File: src/rtl/vga_timing_if.sv
// vga_timing_if: raster timing bundle from the timing generator to its consumers
// hsync/vsync active-low syncs; col/row pixel coordinates; valid active-video flag;
// frame_tick one-clk pulse at start of vertical blanking; frame_count frames since reset.
interface vga_timing_if;
  logic       hsync;
  logic       vsync;
  logic [9:0] col;
  logic [9:0] row;
  logic       valid;
  logic       frame_tick;
  logic [7:0] frame_count;
  modport master (output hsync, vsync, col, row, valid, frame_tick, frame_count);
  modport slave  (input  hsync, vsync, col, row, valid, frame_tick, frame_count);
endinterface

File: src/rtl/vga_timing_gen.sv
// vga_timing_gen: 640x480@60 VGA raster timing with pixel coordinates, frame tick and frame counter
// clk: system clock; reset: synchronous active-high; vga: master side of vga_timing_if.
module vga_timing_gen #(
  parameter int H_ACTIVE = 640,
  parameter int H_FP     = 16,
  parameter int H_SYNC   = 96,
  parameter int H_BP     = 48,
  parameter int V_ACTIVE = 480,
  parameter int V_FP     = 10,
  parameter int V_SYNC   = 2,
  parameter int V_BP     = 33,
  parameter int CLK_DIV  = 1
) (
  input logic         clk,
  input logic         reset,
  vga_timing_if.master vga
);
  localparam int H_TOTAL = H_ACTIVE + H_FP + H_SYNC + H_BP;
  localparam int V_TOTAL = V_ACTIVE + V_FP + V_SYNC + V_BP;
  if (H_TOTAL > 1023 || V_TOTAL > 1023) begin : g_size_chk
    $error("vga_timing_gen: H_TOTAL/V_TOTAL must fit in 10 bits");
  end
  if (CLK_DIV != 1 && CLK_DIV != 2) begin : g_div_chk
    $error("vga_timing_gen: CLK_DIV must be 1 or 2");
  end
  localparam logic [9:0] H_LAST = 10'(H_TOTAL - 1);
  localparam logic [9:0] V_LAST = 10'(V_TOTAL - 1);
  localparam logic [9:0] H_ACT  = 10'(H_ACTIVE);
  localparam logic [9:0] V_ACT  = 10'(V_ACTIVE);
  localparam logic [9:0] HS_BEG = 10'(H_ACTIVE + H_FP);
  localparam logic [9:0] HS_END = 10'(H_ACTIVE + H_FP + H_SYNC);
  localparam logic [9:0] VS_BEG = 10'(V_ACTIVE + V_FP);
  localparam logic [9:0] VS_END = 10'(V_ACTIVE + V_FP + V_SYNC);
  localparam logic       DIV1   = (CLK_DIV == 1);
  // run_q is low during reset and for the reset-release edge, so (0,0) is shown for a full pixel after release
  logic       run_q;
  logic       div_q;
  logic [9:0] col_q, col_d;
  logic [9:0] row_q, row_d;
  logic [7:0] fc_q;
  logic       pix_en, h_last, v_last, tick;
  always_comb begin
    pix_en = run_q && (DIV1 || div_q);
    h_last = col_q == H_LAST;
    v_last = row_q == V_LAST;
    col_d  = !pix_en ? col_q : h_last ? 10'd0 : col_q + 10'd1;
    row_d  = !(pix_en && h_last) ? row_q : v_last ? 10'd0 : row_q + 10'd1;
    // div_q is 0 on the first clk of every pixel, so the tick fires once even when CLK_DIV=2
    tick   = run_q && !div_q && col_q == 10'd0 && row_q == V_ACT;
  end
  always_ff @(posedge clk) begin
    if (reset) begin
      run_q <= 1'b0;
      div_q <= 1'b0;
      col_q <= '0;
      row_q <= '0;
      fc_q  <= '0;
    end else begin
      run_q <= 1'b1;
      div_q <= run_q && !pix_en;
      col_q <= col_d;
      row_q <= row_d;
      fc_q  <= fc_q + 8'(tick);
    end
  end
  assign vga.col         = col_q;
  assign vga.row         = row_q;
  assign vga.hsync       = !(col_q >= HS_BEG && col_q < HS_END);
  assign vga.vsync       = !(row_q >= VS_BEG && row_q < VS_END);
  assign vga.valid       = run_q && col_q < H_ACT && row_q < V_ACT;
  assign vga.frame_tick  = tick;
  assign vga.frame_count = fc_q;
endmodule

File: src/flat_wrapper.sv
// flat-port wrapper written by rule: the top's interface ports become plain ports
module vga_timing_gen_flat 
#(
  parameter int H_ACTIVE = 640,
  parameter int H_FP     = 16,
  parameter int H_SYNC   = 96,
  parameter int H_BP     = 48,
  parameter int V_ACTIVE = 480,
  parameter int V_FP     = 10,
  parameter int V_SYNC   = 2,
  parameter int V_BP     = 33,
  parameter int CLK_DIV  = 1
)
  (clk, reset, vga_hsync, vga_vsync, vga_col, vga_row, vga_valid, vga_frame_tick, vga_frame_count);
  vga_timing_if vga_i ();
  input logic clk;
  input logic reset;
  output wire logic [$bits(vga_i.hsync)-1:0] vga_hsync;
  output wire logic [$bits(vga_i.vsync)-1:0] vga_vsync;
  output wire logic [$bits(vga_i.col)-1:0] vga_col;
  output wire logic [$bits(vga_i.row)-1:0] vga_row;
  output wire logic [$bits(vga_i.valid)-1:0] vga_valid;
  output wire logic [$bits(vga_i.frame_tick)-1:0] vga_frame_tick;
  output wire logic [$bits(vga_i.frame_count)-1:0] vga_frame_count;
  assign vga_hsync = vga_i.hsync;
  assign vga_vsync = vga_i.vsync;
  assign vga_col = vga_i.col;
  assign vga_row = vga_i.row;
  assign vga_valid = vga_i.valid;
  assign vga_frame_tick = vga_i.frame_tick;
  assign vga_frame_count = vga_i.frame_count;
  vga_timing_gen #(.H_ACTIVE(H_ACTIVE), .H_FP(H_FP), .H_SYNC(H_SYNC), .H_BP(H_BP), .V_ACTIVE(V_ACTIVE), .V_FP(V_FP), .V_SYNC(V_SYNC), .V_BP(V_BP), .CLK_DIV(CLK_DIV)) u_core (.clk(clk), .reset(reset), .vga(vga_i));
endmodule
File: config.mk
export PLATFORM = sky130hd
export DESIGN_NAME = vga_timing_gen_flat
export DESIGN_NICKNAME = d
export VERILOG_FILES = /design/src/rtl/vga_timing_if.sv /design/src/rtl/vga_timing_gen.sv /design/src/flat_wrapper.sv
export SDC_FILE = /design/constraint.sdc
export NUM_CORES = 1
export LEC_CHECK = 0
export BUFFER_PORTS_ARGS = -buffer_cell sky130_fd_sc_hd__buf_2
export CAP_MARGIN = 20
export CORE_UTILIZATION = 49
export CTS_BUF_LIST = sky130_fd_sc_hd__clkbuf_16
export DETAILED_ROUTE_END_ITERATION = 10
export PLACE_DENSITY = 0.74
export SETUP_SLACK_MARGIN = 0.02
export SYNTH_ARGS = -nofsm -noshare
export SYNTH_HDL_FRONTEND = slang
export SYNTH_SLANG_ARGS = --single-unit
File: constraint.sdc
create_clock -name clk -period 3.85 [get_ports clk]
set_input_delay 1.155 -clock clk [delete_from_list [all_inputs] [get_ports clk]]
set_output_delay 1.155 -clock clk [all_outputs]
set_load 0.02 [all_outputs]
==> results.ini, run 1 <==
[grt]
grt.total_usage_pct=22.4
grt_pass1_wl_um=5400
grt_start_max_net_pins=22
antenna_found_initial=0
first_global_vias=1190
gr-total-overflow=0

[setup_path]
timing.rr.end=u_core.vga.row[9]
arrival_ns=1.73
critPathLaunch=u_core.vga.col[5]
r2r_start=u_core.vga.col[0]
cp_cell_sequence=or2_1, nor2_1, or4_1, buf_2
cp_top_family=simple AND/OR/NAND/NOR gates
crit_type=register to output pin
r2r_cells=5
slowest_stage=or4_1
crit_path_end_kind=output pin
cp.required_ns=2.69
critPathCapture=vga_hsync
r2r_slack_ns=1.74
path_buf_inv=1
start_kind=register
cp_max_fo=9
slowest_delay_ns=0.51
path_depth=4

[finish]
final_common_cell=buf_2
diodes=0
syn2layout_area_growth_pct=21.2
final_cell_mix=33 x buf_2, 29 x dfxtp_1, 15 x nor2_1, 15 x nand3_1, 10 x xor2_1
utilization_pct=63.2
nets=201
drive_above_1_share_pct=23.2

[drt]
antenna_left=0
drt_iter0_drc=51
via_per_inst=5.93
post_drt_wl_per_cell_um=14.5
drc_errors=0
dr.pass1.iters=4
totalWireLength_um=3270
num_vias=1334

[power_and_ir_drop]
powerDensity_nw_per_um2=426
power_leakage_nw=0.750
max-vdd-ir-drop_uv=440

[cts]
numCtsBuffers=5
clock-sinks=29
clock-root-buffer=clkbuf_16
cts_max_level=2
cts_buffer_depth=2
clk_pin_slew_worst_paths_ns=0.05
ctsResizeCount=0
postCtsHoldBufs=0
post_cts_buffers=0
cts_tree=built
clk_latency_ns=0.28

[timing]
max_freq_ghz=0.347
finalSetupViolations=0
clock_skew_ns=0.00692
setup_tns_ns=0
rsz0062_at_grt=false
final-max-slew-violation-count=0
slew_headroom_pct=50.2
fin_crit_sh_pct=74.8
hold_viol_final=0
worst_slew_pin_slew_ns=0.742
period_minus_slack_ns=2.88

[synthesis]
synth_cells=162
ys_ff_latch=29
ys.flop_type=dfxtp_1
synth_cell_types=37
ys_warn_count=0
syn_area_um2=1450
yosys-top-cells-area=dfxtp_1 40%, xor2_1 6.0%, ha_1 5.2%, nand3_1 5.2%, xnor2_1 4.2%
synth_nets=170
synth.largest_area_cell=dfxtp_1
async_flop_share_pct=0
ys_seq_area_share_pct=40.0
synth_edf_count=0
synth_top_area_share_pct=40.0
syn_area_per_cell_um2=8.96

[floorplanning]
initial_core_util_pct=52.2
design.core.area_um2=2780
pin_count=34
dieArea_um2=3180
rows=19
die_y_um=56.4
die_x_um=56.4

[placement]
dp_hpwl_um=2300
io_buffers=33
gp_congestion=0.826

[flow_run]
timing.max_cap.violations=0

[outcome]
status=complete, no violations

[worst_hold_path]
hold_class=register to register

==> sequential cells by signal (all words and copies together), names as in the netlist <==
name,count
u_core.pix_en,1
u_core.vga.col,10
u_core.vga.frame_count,8
u_core.vga.row,10
==> cell families (layout without fill, tap and decap cells) <==
kind of cell / Yosys count / in the layout / synth area share, %
mux: 1 / 1 / 0.690
buf+inv: 15 / 47 / 5.60
flops: 29 / 29 / 40.0
fa+ha+maj: 6 / 6 / 5.17
xor+xnor: 17 / 17 / 10.3
simple gates: 78 / 78 / 31.4
compound gates: 16 / 16 / 6.90
==> report_power, final <==
group | internal, mW | switching (mW) | total (mW)
logic | 0.00659 | 0.0123 | 0.0188
clock network | 0.299 | 0.125 | 0.424
registers | 0.303 | 0.00384 | 0.307
total | 0.609 | 0.141 | 0.750
==> how the worst min path moves through the flow <==
| stage | startpoint | to | cells after the start |
|---|---|---|---|
| after global placement | u_core.vga.frame_count[7] | u_core.vga.frame_count[7] | 2 |
| after global routing | u_core.vga.row[9] | u_core.vga.row[9] | 2 |
| final | u_core.vga.frame_count[7] | u_core.vga.frame_count[7] | 2 |
| after floorplan | u_core.vga.row[8] | u_core.vga.row[8] | 2 |
| after CTS | u_core.vga.row[9] | u_core.vga.row[9] | 2 |
| after detailed placement | u_core.vga.row[9] | u_core.vga.row[9] | 2 |
==> cell usage after synthesis (all sizes together) (2+ instances only) <==
cell type,count
or4b,2
o21ai,2
nand3,15
nor4,6
xnor2,7
nand4,4
ha,6
nand2,8
a21oi,8
nor2b,2
nor4b,2
nor3,6
and4,3
and3,4
inv,6
dfxtp,29
or4,3
buf,5
xor2,10
clkbuf,4
o41ai,3
o31ai,2
nor2,15
==> area by class of cell <==
cell class | instances | area (um2)
Fill cell | 261 | 1020
Multi-Input combinational cell | 118 | 790
Sequential cell | 29 | 581
Timing Repair Buffer | 33 | 165
Clock buffer | 5 | 125
Tap cell | 31 | 38.8
Clock inverter | 3 | 37.5
Inverter | 6 | 22.5
==> routing by layer <==
layer	GRT usage [%]	wire length [um]
met4	12.9	64
met1	27.4	1510
met2	35.5	1540
met3	5.76	155
met5	0	0
==> metrics by stage <==
step                      hold slack (ns)  cell area (um2)  total power [mW]  setup WS, ns  cells
final                               0.511             1760             0.750         0.969    225
after global routing                0.554             1760             0.771         0.874    225
after CTS                           0.522             1760             0.756         0.982    225
after detailed placement            0.509             1600             0.331          1.28    217
after global placement              0.492             1600             0.330          1.33    217
after floorplan                     0.568             1450             0.325          1.29    162
==> worst min-delay path, delay by kind of cell, from the launching register on <==
| family | cells | cell delay (ns) |
|---|---|---|
| xor gates and xnor gates | 1 | 0.07 |
| DFF | 1 | 0.33 |
| and+or+nand+nor | 1 | 0.07 |
(Power assumes the default switching activity.)
==> run 2, diff against run 1 <==
Settings changed: ABC_AREA set to 1, CORE_UTILIZATION 49 to 48, PLACE_DENSITY 0.74 to 0.75.
Clock period 3.85 ns to 2.5 ns, I/O delays scaled along.
==> results.ini, run 2 <==
[grt]
grt_start_max_net_pins=12  ; -45%
use_met2_pct=35.0  ; -0.49 points
antenna_found_initial=0  ; unchanged
grtUsageMet1_pct=29.8  ; +2.4 points
first_global_vias=1315  ; +11%
grt.total_usage_pct=23.2  ; +0.81 points
grt-busiest-layer=met2
grtUsageMet3_pct=10.7  ; +5.0 points
grt_pass1_wl_um=5810  ; +7.5%
gr-total-overflow=0  ; unchanged

[finish]
syn2layout_area_growth_pct=23.6
diodes=0  ; unchanged
utilization_pct=64.8  ; +1.5 points
fillCellCount=258  ; -1.1%
drive_above_1_share_pct=19.2  ; -4.0 points
nets=269  ; +34%
final_cell_mix=45 x nand2_1, 39 x nor2_1, 33 x buf_2, 31 x inv_1, 29 x dfxtp_1
final_common_cell=nand2_1

[drt]
drc_errors=4  ; +4
antenna_left=0  ; unchanged
drt_iter0_drc=78  ; +53%
num_vias=1490  ; +12%
dr.pass1.iters=7  ; +3
post_drt_wl_per_cell_um=11.5  ; -21%
via_per_inst=4.92  ; -17%
totalWireLength_um=3470  ; +6.4%

[cts]
cts_tree=built
clk_pin_slew_worst_paths_ns=0.05  ; about the same
clk_latency_ns=0.28  ; about the same
cts_max_level=2  ; unchanged
post_cts_buffers=0  ; unchanged
clock-sinks=29  ; unchanged
numCtsBuffers=5  ; unchanged
clock-root-buffer=clkbuf_16
cts_buffer_depth=2  ; unchanged

[timing]
setup_tns_ns=0  ; unchanged
fin_crit_sh_pct=93.8
rsz0062_at_grt=false
hold_viol_final=0  ; unchanged
final-max-slew-violation-count=0  ; unchanged
slew_headroom_pct=75.7  ; +25 points
period_minus_slack_ns=2.35
worst_slew_pin_slew_ns=0.362  ; -0.380 ns
clock_skew_ns=0.00388  ; -0.00305 ns
max_freq_ghz=0.426
layout_setup_ws_ns=0.154  ; -0.816 ns
finalSetupViolations=0  ; unchanged

[synthesis]
ys_warn_count=0  ; unchanged
synth_cells=223  ; +38%
yosys-top-cells-area=dfxtp_1 39%, nand2_1 11%, nor2_1 9.7%, inv_1 7.5%, nand3_1 6.3%
ys.flop_type=dfxtp_1
syn_area_um2=1510  ; +3.9%
synth_cell_types=23  ; -38%
ys_seq_area_share_pct=38.5  ; -1.5 points
syn_area_per_cell_um2=6.76  ; -25%
ys_ff_latch=29  ; unchanged
synth_nets=231  ; +36%
async_flop_share_pct=0  ; unchanged
synth_common_cells=45 x nand2_1, 39 x nor2_1, 30 x inv_1
synth_top_area_share_pct=38.5  ; -1.5 points
yosys.cell_count.top_type=nand2_1
synth.largest_area_cell=dfxtp_1
synth_edf_count=0  ; unchanged

[placement]
gp_congestion=0.907  ; +9.8%
dp_hpwl_um=2530  ; +10%
io_buffers=33  ; unchanged
dp_slack_ns=0.274  ; -1.01 ns

[flow_run]
timing.max_cap.violations=0  ; unchanged

[setup_path]
cp.required_ns=1.75  ; -0.94 ns
crit_path_end_kind=output pin
start_kind=register
cp_max_fo=6  ; -3
path_buf_inv=1  ; unchanged
slowest_stage=dfxtp_1
cpMostUsedCell=nand2_1
slowest_delay_ns=0.40  ; -0.11 ns
cp_cell_sequence=nand2_1, nor3_2, nand2_1, nor4_4, buf_2
cp_top_family=simple AND/OR/NAND/NOR gates
crit_type=register to output pin
arrival_ns=1.60  ; -0.13 ns

[floorplanning]
initial_core_util_pct=52.4  ; +0.23 points
rows=19  ; unchanged
pin_count=34  ; unchanged
die_x_um=58.0  ; +2.9%
dieArea_um2=3370  ; +5.8%
die_y_um=58.0  ; +2.9%
design.core.area_um2=2880  ; +3.4%

[power_and_ir_drop]
comb_power_share_pct=3.6  ; +1.1 points
p_int_uw=833  ; +37%
max-vdd-ir-drop_uv=512  ; +16%
power_leakage_nw=0.858  ; +14%
p_sw_share_pct=21.5  ; +2.6 points
p_sw_uw=227  ; +61%
power_frac_seq_pct=44.5  ; +3.6 points
powerDensity_nw_per_um2=569  ; +33%
clkPwrFrac_pct=51.9  ; -4.6 points

[worst_hold_path]
hold_class=register to register

[outcome]
violations=design-rule violations
status=finished with violations

[run 2: per-stage QoR]
step,hold slack (ns),instance area [um2],power [mW],cells
after global routing,0.535,1860,1.10,303
after CTS,0.496,1850,1.06,303
after detailed placement,0.487,1720,0.517,296
after global placement,0.489,1720,0.517,296
final,0.495,1860,1.06,303
after floorplan,0.484,1510,0.506,223
[run 2: cell families (layout without fill, tap and decap cells)]
kind of cell / count (synthesis) / count (layout) / synth area share, %
AO/OA/AOI/OAI: 19 / 19 / 6.47
buffers and inverters: 35 / 73 / 9.21
flip-flops: 29 / 29 / 38.5
AND/OR/NAND/NOR: 131 / 131 / 39.1
adder cells (fa/ha/maj): 6 / 6 / 4.98
XOR/XNOR: 3 / 3 / 1.74
[run 2: cell type report]
type                            instances  area [um2]  share of cell area [%]
Clock buffer                            5         125                    6.72
Sequential cell                        29         581                    31.2
Tap cell                               42        52.6                    2.82
Timing Repair Buffer                   33         165                    8.86
Clock inverter                          2        7.51                   0.403
Multi-Input combinational cell        159         808                    43.4
Inverter                               33         124                    6.65
[run 2: path summary, 6_finish.rpt]
path                            slack, ns                       from  cells past startpoint                        end
worst max-delay path                 0.15          u_core.vga.row[5]                      5             vga_frame_tick
worst min-delay path                 0.50  u_core.vga.frame_count[4]                      2  u_core.vga.frame_count[4]
worst max register to register       0.38          u_core.vga.row[5]                     12  u_core.vga.frame_count[6]
worst min register to register       0.50  u_core.vga.frame_count[4]                      2  u_core.vga.frame_count[4]
[run 2: power groups by stage]
stage | Clock [mW] | Sequential, mW | Combinational [mW]
3_5_place_dp | 0 | 0.481 | 0.0365
2_1_floorplan | 0 | 0.484 | 0.0217
5_1_grt | 0.589 | 0.472 | 0.0428
4_1_cts | 0.556 | 0.472 | 0.0372
3_3_place_gp | 0 | 0.481 | 0.0362
6_report | 0.551 | 0.472 | 0.0378
[run 2: repair_timing]
action,in CTS,in global routing
hold buffers,0,0
setup endpoints to repair,0,2
gates resized for setup,0,2
[run 2: worst min-delay path: stages (launching register included)]
cell and delay [ns]:
dfxtp_1 0.33, inv_1 0.06, a21oi_1 0.05
[run 2: routing by layer]
metal,wire length [um],up-vias
li1,-,783
met1,1710,656
met2,1510,46
met3,218,5
met4,36,0
met5,0,-
